## config.mk

```make
export PLATFORM = sky130hd
export DESIGN_NAME = br_commit_queue
export DESIGN_NICKNAME = d
export VERILOG_FILES = /design/src/rtl/br_commit_queue_pkg.sv /design/src/rtl/br_fifo.sv /design/src/rtl/br_commit_queue.sv
export SDC_FILE = /design/constraint.sdc
export NUM_CORES = 1
export LEC_CHECK = 0
export BUFFER_PORTS_ARGS = -buffer_cell sky130_fd_sc_hd__buf_4
export CORE_MARGIN = 2
export CORE_UTILIZATION = 30
export CTS_BUF_LIST = sky130_fd_sc_hd__clkbuf_16
export DETAILED_ROUTE_END_ITERATION = 10
export HOLD_SLACK_MARGIN = 0.1
export SETUP_SLACK_MARGIN = 0.02
export SYNTH_ARGS = -nofsm -noshare
export SYNTH_HDL_FRONTEND = slang
export SYNTH_SLANG_ARGS = --single-unit
```

## constraint.sdc

```tcl
create_clock -name clk -period 6.8 [get_ports clk]
set_input_delay 0.68 -clock clk [delete_from_list [all_inputs] [get_ports clk]]
set_output_delay 0.68 -clock clk [all_outputs]
set_load 0.01 [all_outputs]
```

## src/rtl/br_commit_queue_pkg.sv

```systemverilog
// Shared types and constants for the branch-outcome commit queue.
//   BRQ_DEPTH     default number of queued outcomes
//   addr_t        32-bit instruction address
//   br_entry_t    one queued outcome {pc, taken}
//   rb_target()   correct fetch PC after a mispredicted conditional branch
package br_commit_queue_pkg;

  localparam int BRQ_DEPTH = 8;

  typedef logic [31:0] addr_t;

  typedef struct packed {
    addr_t pc;
    logic  taken;
  } br_entry_t;

  // Taken branches resume at the resolved target, not-taken ones at the
  // fall-through address; the +4 wraps modulo 2^32 by construction.
  function automatic addr_t rb_target(input addr_t pc, input logic taken,
                                      input addr_t target);
    return taken ? target : pc + 32'd4;
  endfunction

endpackage

```

## src/rtl/br_fifo.sv

```systemverilog
// In-order FIFO with two write ports and one read port.
//   clk, rst            clock, synchronous active-high reset
//   wr0_en/wr0_data     older write; lands first when both ports write
//   wr1_en/wr1_data     younger write
//   rd_en               pop the head this cycle (ignored when empty)
//   rd_data             current head entry (undefined when count is 0)
//   count               number of valid entries, 0..DEPTH
// The caller guarantees at most DEPTH-count writes per cycle; there is no
// overflow protection inside.
module br_fifo #(
  parameter int DEPTH = 8,
  parameter int W     = 33,
  parameter int AW    = $clog2(DEPTH),
  parameter int CW    = AW + 1
) (
  input  logic          clk,
  input  logic          rst,
  input  logic          wr0_en,
  input  logic [W-1:0]  wr0_data,
  input  logic          wr1_en,
  input  logic [W-1:0]  wr1_data,
  input  logic          rd_en,
  output logic [W-1:0]  rd_data,
  output logic [CW-1:0] count
);

  logic [W-1:0]  mem_q [DEPTH];
  logic [AW-1:0] wr_ptr_q, wr_ptr_d;
  logic [AW-1:0] rd_ptr_q, rd_ptr_d;
  logic [CW-1:0] count_q, count_d;
  logic          pop;
  logic [W-1:0]  first_data;

  assign pop     = rd_en && (count_q != '0);
  assign count   = count_q;
  assign rd_data = mem_q[rd_ptr_q];

  always_comb begin
    // A lone slot-1 write still occupies the next free location.
    first_data = wr0_en ? wr0_data : wr1_data;
    wr_ptr_d   = wr_ptr_q + AW'(wr0_en) + AW'(wr1_en);
    rd_ptr_d   = rd_ptr_q + AW'(pop);
    count_d    = count_q + CW'(wr0_en) + CW'(wr1_en) - CW'(pop);
  end

  // Storage carries no reset; stale contents are never visible because the
  // consumer gates its outputs on count.
  always_ff @(posedge clk) begin
    if (!rst) begin
      if (wr0_en || wr1_en) mem_q[wr_ptr_q] <= first_data;
      if (wr0_en && wr1_en) mem_q[wr_ptr_q + AW'(1)] <= wr1_data;
    end
  end

  always_ff @(posedge clk) begin
    if (rst) begin
      wr_ptr_q <= '0;
      rd_ptr_q <= '0;
      count_q  <= '0;
    end else begin
      wr_ptr_q <= wr_ptr_d;
      rd_ptr_q <= rd_ptr_d;
      count_q  <= count_d;
    end
  end

endmodule

```

## src/rtl/br_commit_queue.sv

```systemverilog
// Commit-side producer for the branch predictor update port.
//   clk, rst                 clock, synchronous active-high reset
//   cm0_* / cm1_*            two commit slots from the ROB head (slot 0 oldest):
//                            valid, is_br, pc, taken, pred, target
//   commit_ready             ROB may commit this cycle (room for two pushes)
//   ena_to_bp/hit_to_bp/pc_to_bp  one branch outcome per cycle to the predictor
//   rollback/rollback_pc     one-cycle flush request and correct fetch PC
//   br_total/br_miss         committed branch / mispredict statistics
//
// Handshake: a commit slot transfers on a cycle where its valid and
// commit_ready are both high; valid while commit_ready is low is dropped.
// The predictor side has no ready: the head is popped in every cycle that
// ena_to_bp is high.
module br_commit_queue
  import br_commit_queue_pkg::*;
#(
  parameter int DEPTH = BRQ_DEPTH,
  parameter int CNT_W = 32
) (
  input  logic             clk,
  input  logic             rst,
  input  logic             cm0_valid,
  input  logic             cm0_is_br,
  input  logic [31:0]      cm0_pc,
  input  logic             cm0_taken,
  input  logic             cm0_pred,
  input  logic [31:0]      cm0_target,
  input  logic             cm1_valid,
  input  logic             cm1_is_br,
  input  logic [31:0]      cm1_pc,
  input  logic             cm1_taken,
  input  logic             cm1_pred,
  input  logic [31:0]      cm1_target,
  output logic             commit_ready,
  output logic             ena_to_bp,
  output logic             hit_to_bp,
  output logic [31:0]      pc_to_bp,
  output logic             rollback,
  output logic [31:0]      rollback_pc,
  output logic [CNT_W-1:0] br_total,
  output logic [CNT_W-1:0] br_miss
);

  localparam int AW = $clog2(DEPTH);
  localparam int CW = AW + 1;
  localparam int EW = $bits(br_entry_t);

  logic [CW-1:0]    count;
  logic             push0, push1;
  logic             mis0, mis1;
  br_entry_t        entry0, entry1, head;
  logic [EW-1:0]    head_raw;

  logic             rollback_q, rollback_d;
  addr_t            rollback_pc_q, rollback_pc_d;
  logic [CNT_W-1:0] br_total_q, br_total_d;
  logic [CNT_W-1:0] br_miss_q, br_miss_d;

  // count <= DEPTH-2 leaves room for a worst-case double push.
  assign commit_ready = (count <= CW'(DEPTH - 2));

  always_comb begin
    push0 = cm0_valid && cm0_is_br && commit_ready;
    mis0  = push0 && (cm0_taken != cm0_pred);
    // Slot 1 is on the wrong path once slot 0 mispredicts.
    push1 = cm1_valid && cm1_is_br && commit_ready && !mis0;
    mis1  = push1 && (cm1_taken != cm1_pred);
    entry0 = '{pc: cm0_pc, taken: cm0_taken};
    entry1 = '{pc: cm1_pc, taken: cm1_taken};
  end

  br_fifo #(
    .DEPTH (DEPTH),
    .W     (EW)
  ) u_fifo (
    .clk      (clk),
    .rst      (rst),
    .wr0_en   (push0),
    .wr0_data (entry0),
    .wr1_en   (push1),
    .wr1_data (entry1),
    .rd_en    (ena_to_bp),
    .rd_data  (head_raw),
    .count    (count)
  );

  assign head      = head_raw;
  assign ena_to_bp = (count != '0);
  assign hit_to_bp = ena_to_bp && head.taken;
  assign pc_to_bp  = ena_to_bp ? head.pc : 32'd0;

  always_comb begin
    rollback_d    = mis0 || mis1;
    rollback_pc_d = rollback_pc_q;
    if (mis0)      rollback_pc_d = rb_target(cm0_pc, cm0_taken, cm0_target);
    else if (mis1) rollback_pc_d = rb_target(cm1_pc, cm1_taken, cm1_target);
    br_total_d = br_total_q + CNT_W'(push0) + CNT_W'(push1);
    br_miss_d  = br_miss_q + CNT_W'(mis0 || mis1);
  end

  always_ff @(posedge clk) begin
    if (rst) begin
      rollback_q    <= 1'b0;
      rollback_pc_q <= '0;
      br_total_q    <= '0;
      br_miss_q     <= '0;
    end else begin
      rollback_q    <= rollback_d;
      rollback_pc_q <= rollback_pc_d;
      br_total_q    <= br_total_d;
      br_miss_q     <= br_miss_d;
    end
  end

  assign rollback    = rollback_q;
  assign rollback_pc = rollback_pc_q;
  assign br_total    = br_total_q;
  assign br_miss     = br_miss_q;

endmodule

```

==> impl_metrics.ini <==
[synth]
synth_top_area_share_pct = 40.3
synth_edf_count = 264
seq_area_frac_synth_pct = 51.2
synth_area_leaders = edfxtp_1 40%, dfxtp_1 11%, a21oi_1 7.6%, mux4_2 7.6%, nor2_1 7.5%
yosys_warnings = 0
synthTopCellsByCount = 391 x nor2_1, 299 x a21oi_1, 264 x edfxtp_1
syn_nets = 2096
synth_area_sq_mm = 0.0197
async_flop_share_pct = 0
yosysUniqueCellTypes = 55
synth_top_cell_by_area = edfxtp_1
synth_seq_cells = 371
syn_avg_cell_area_sq_um = 10.1
yosysMostFrequentCell = nor2_1
synth_top_flop_cell = edfxtp_1
netlist_instances = 1940

[min_path]
worstHoldPathCells = 3
min_to = rollback_pc[30]
hold_class = input pin to register
hp-start = cm1_target[30]

[global_routing]
grt_usage_pct = 19.5
grt_pass1_wl_mm = 98.6
overflow = 0
antenna_found_initial = 6
grt_start_max_net_pins = 91
first_global_vias = 15300

[setup_path]
crit_family = simple AND/OR/NAND/NOR gates
worstSetupPathType = input pin to register
worstSetupEndpointType = register
cp_max_fo = 62
slowest_stage = nor4_1
reg2reg_to = br_miss[30]
cpPeakStageDelay_ps = 630
r2r-start = u_fifo.count[3]
r2r_slack_ps = 2520
start_kind = input pin
crit_start = cm0_taken
crit_required_ps = 7290
reg2reg_depth = 14
cp_num_buf_inv = 3
crit_chain = buf_4, xnor2_1, o22ai_1, nand2_1, inv_1, buf_4, ha_1, ha_1, nand4_1, nor4_1, nand4_1, or3_1, a21oi_1
arrival_ps = 4830

[place]
gp_congestion = 0.859
portBuffers = 269
place_hpwl_mm = 44.6
dp_slack_ps = 1970
dpl.cell_count = 2925
place_area_sq_mm = 0.0225

[pwr]
power.total_mw = 7.01
p_per_area_mw_per_mm2 = 294
peakVddDrop_mv = 0.184
p_leak_nw = 8.64

[floorplan]
die_x_microns = 260
std_cell_rows = 93
die_height_microns = 260
initial_core_util_pct = 30.4
coreArea_sq_mm = 0.0647
dieArea_sq_mm = 0.0676
io_pins = 270

[route]
ant_nets = 0
wl_mm = 68.1
wl_per_cell_microns = 22.7
via_per_inst = 5.35
drc_errors = 0
drt_iter0_drc = 1817
first_pass_iters = 5
vias = 16100

[timing]
slew_headroom_pct = 14.5
hold_viol_final = 0
maxSlewViolCount = 0
period_share_pct = 63.8
tns_ps = 0
max_clock_freq_ghz = 0.230
hold-worst-slack_ps = 392
fin_ws_ps = 2460
finalSetupViolations = 0
skew_ps = 20.7
min_period_ps = 4340
tightest_slew_ps = 1270
rsz0062_at_grt = false

[cts]
clock_latency_ps = 570
cts-buffers-inserted = 42
post_cts_buffers = 0
clockRootBuffer = clkbuf_16
cts_resized = 0
tritoncts = yes
cts_hold_buf = 0
path_clk_slew_ps = 60
clock_sinks = 371
clk_path_buf_depth = 3
htreeDepth = 2

[final_layout]
postLayoutCellArea_sq_mm = 0.0238
area_growth_pct = 21.1
utilization_pct = 36.8
nets = 2270
drive_above_1_share_pct = 20.9
fin_cells = 3004
nFillCells = 6469

[status]
status = complete, no violations

[run]
max-cap-violations = 0
-- worst min-delay path, delay by kind of cell --
kind                   cells  cell delay (ps)
and+or+nand+nor            1               80
buffers and inverters      1               80
AOI/OAI and AO/OA          1              100
-- flip-flops by register name, indices dropped and copies added, names as in the netlist --
signal / count
u_fifo.mem_q: 264
br_miss: 32
br_total: 32
rollback_pc: 32
u_fifo.count: 4
u_fifo.rd_ptr_q: 3
u_fifo.wr_ptr_q: 3
rollback: 1
-- layout by cell type (no fill, tap or decap), types with 48 or more instances in the layout --
| master | count |
|---|---|
| nand2_1 | 85 |
| xnor2_1 | 57 |
| nor2_1 | 391 |
| dfxtp_1 | 104 |
| a21oi_1 | 299 |
| edfxtp_1 | 264 |
| inv_1 | 49 |
| nand3_1 | 48 |
| o21ai_0 | 51 |
| mux2i_1 | 71 |
| buf_4 | 289 |
| mux4_2 | 66 |
| xor2_1 | 58 |
-- worst max path at each step --
stage | end | slack [ps] | cells past startpoint
6_report | br_miss[30] | 2460 | 13
5_1_grt | br_miss[30] | 2130 | 13
4_1_cts | br_miss[30] | 2550 | 13
3_5_place_dp | br_miss[30] | 1970 | 13
3_3_place_gp | br_miss[30] | 2070 | 13
2_1_floorplan | u_fifo.mem_q[0][0] | 1990 | 9
-- kinds of logic (layout without fill, tap and decap cells) --
family	after synthesis	in the layout	synth area share, %
XOR/XNOR	115	115	5.12
AND/OR/NAND/NOR	690	690	16.1
flip-flops	371	371	51.2
other	0	1	0
adder cells (fa/ha/maj)	18	18	1.30
AO/OA/AOI/OAI	412	412	11.2
buffers and inverters	195	403	3.87
multiplexers	139	139	11.3
-- final cells by class --
type	count	area, sq um	share of cell area [%]
antenna	1	2.50	0.0105
tap	855	1070	4.49
multi-input combinational	1374	9020	37.9
inverter	36	135	0.567
timing repair buffer	289	2170	9.11
clock inverter	35	268	1.12
sequential	371	10100	42.3
clock buffer	43	1080	4.52
-- routing by layer --
layer,vias to the layer above,global-route usage [%],wire (microns)
li1,7337,-,-
met1,7718,26.6,27600
met2,898,29.9,30700
met3,122,5.46,7700
met4,10,6.41,2050
met5,-,0,66
-- report_power, final --
part	internal (mW)	total, mW	switching (mW)
Sequential	2.58	2.77	0.194
Clock	1.30	2.25	0.956
Combinational	0.915	1.98	1.07
(Power assumes the default switching activity.)
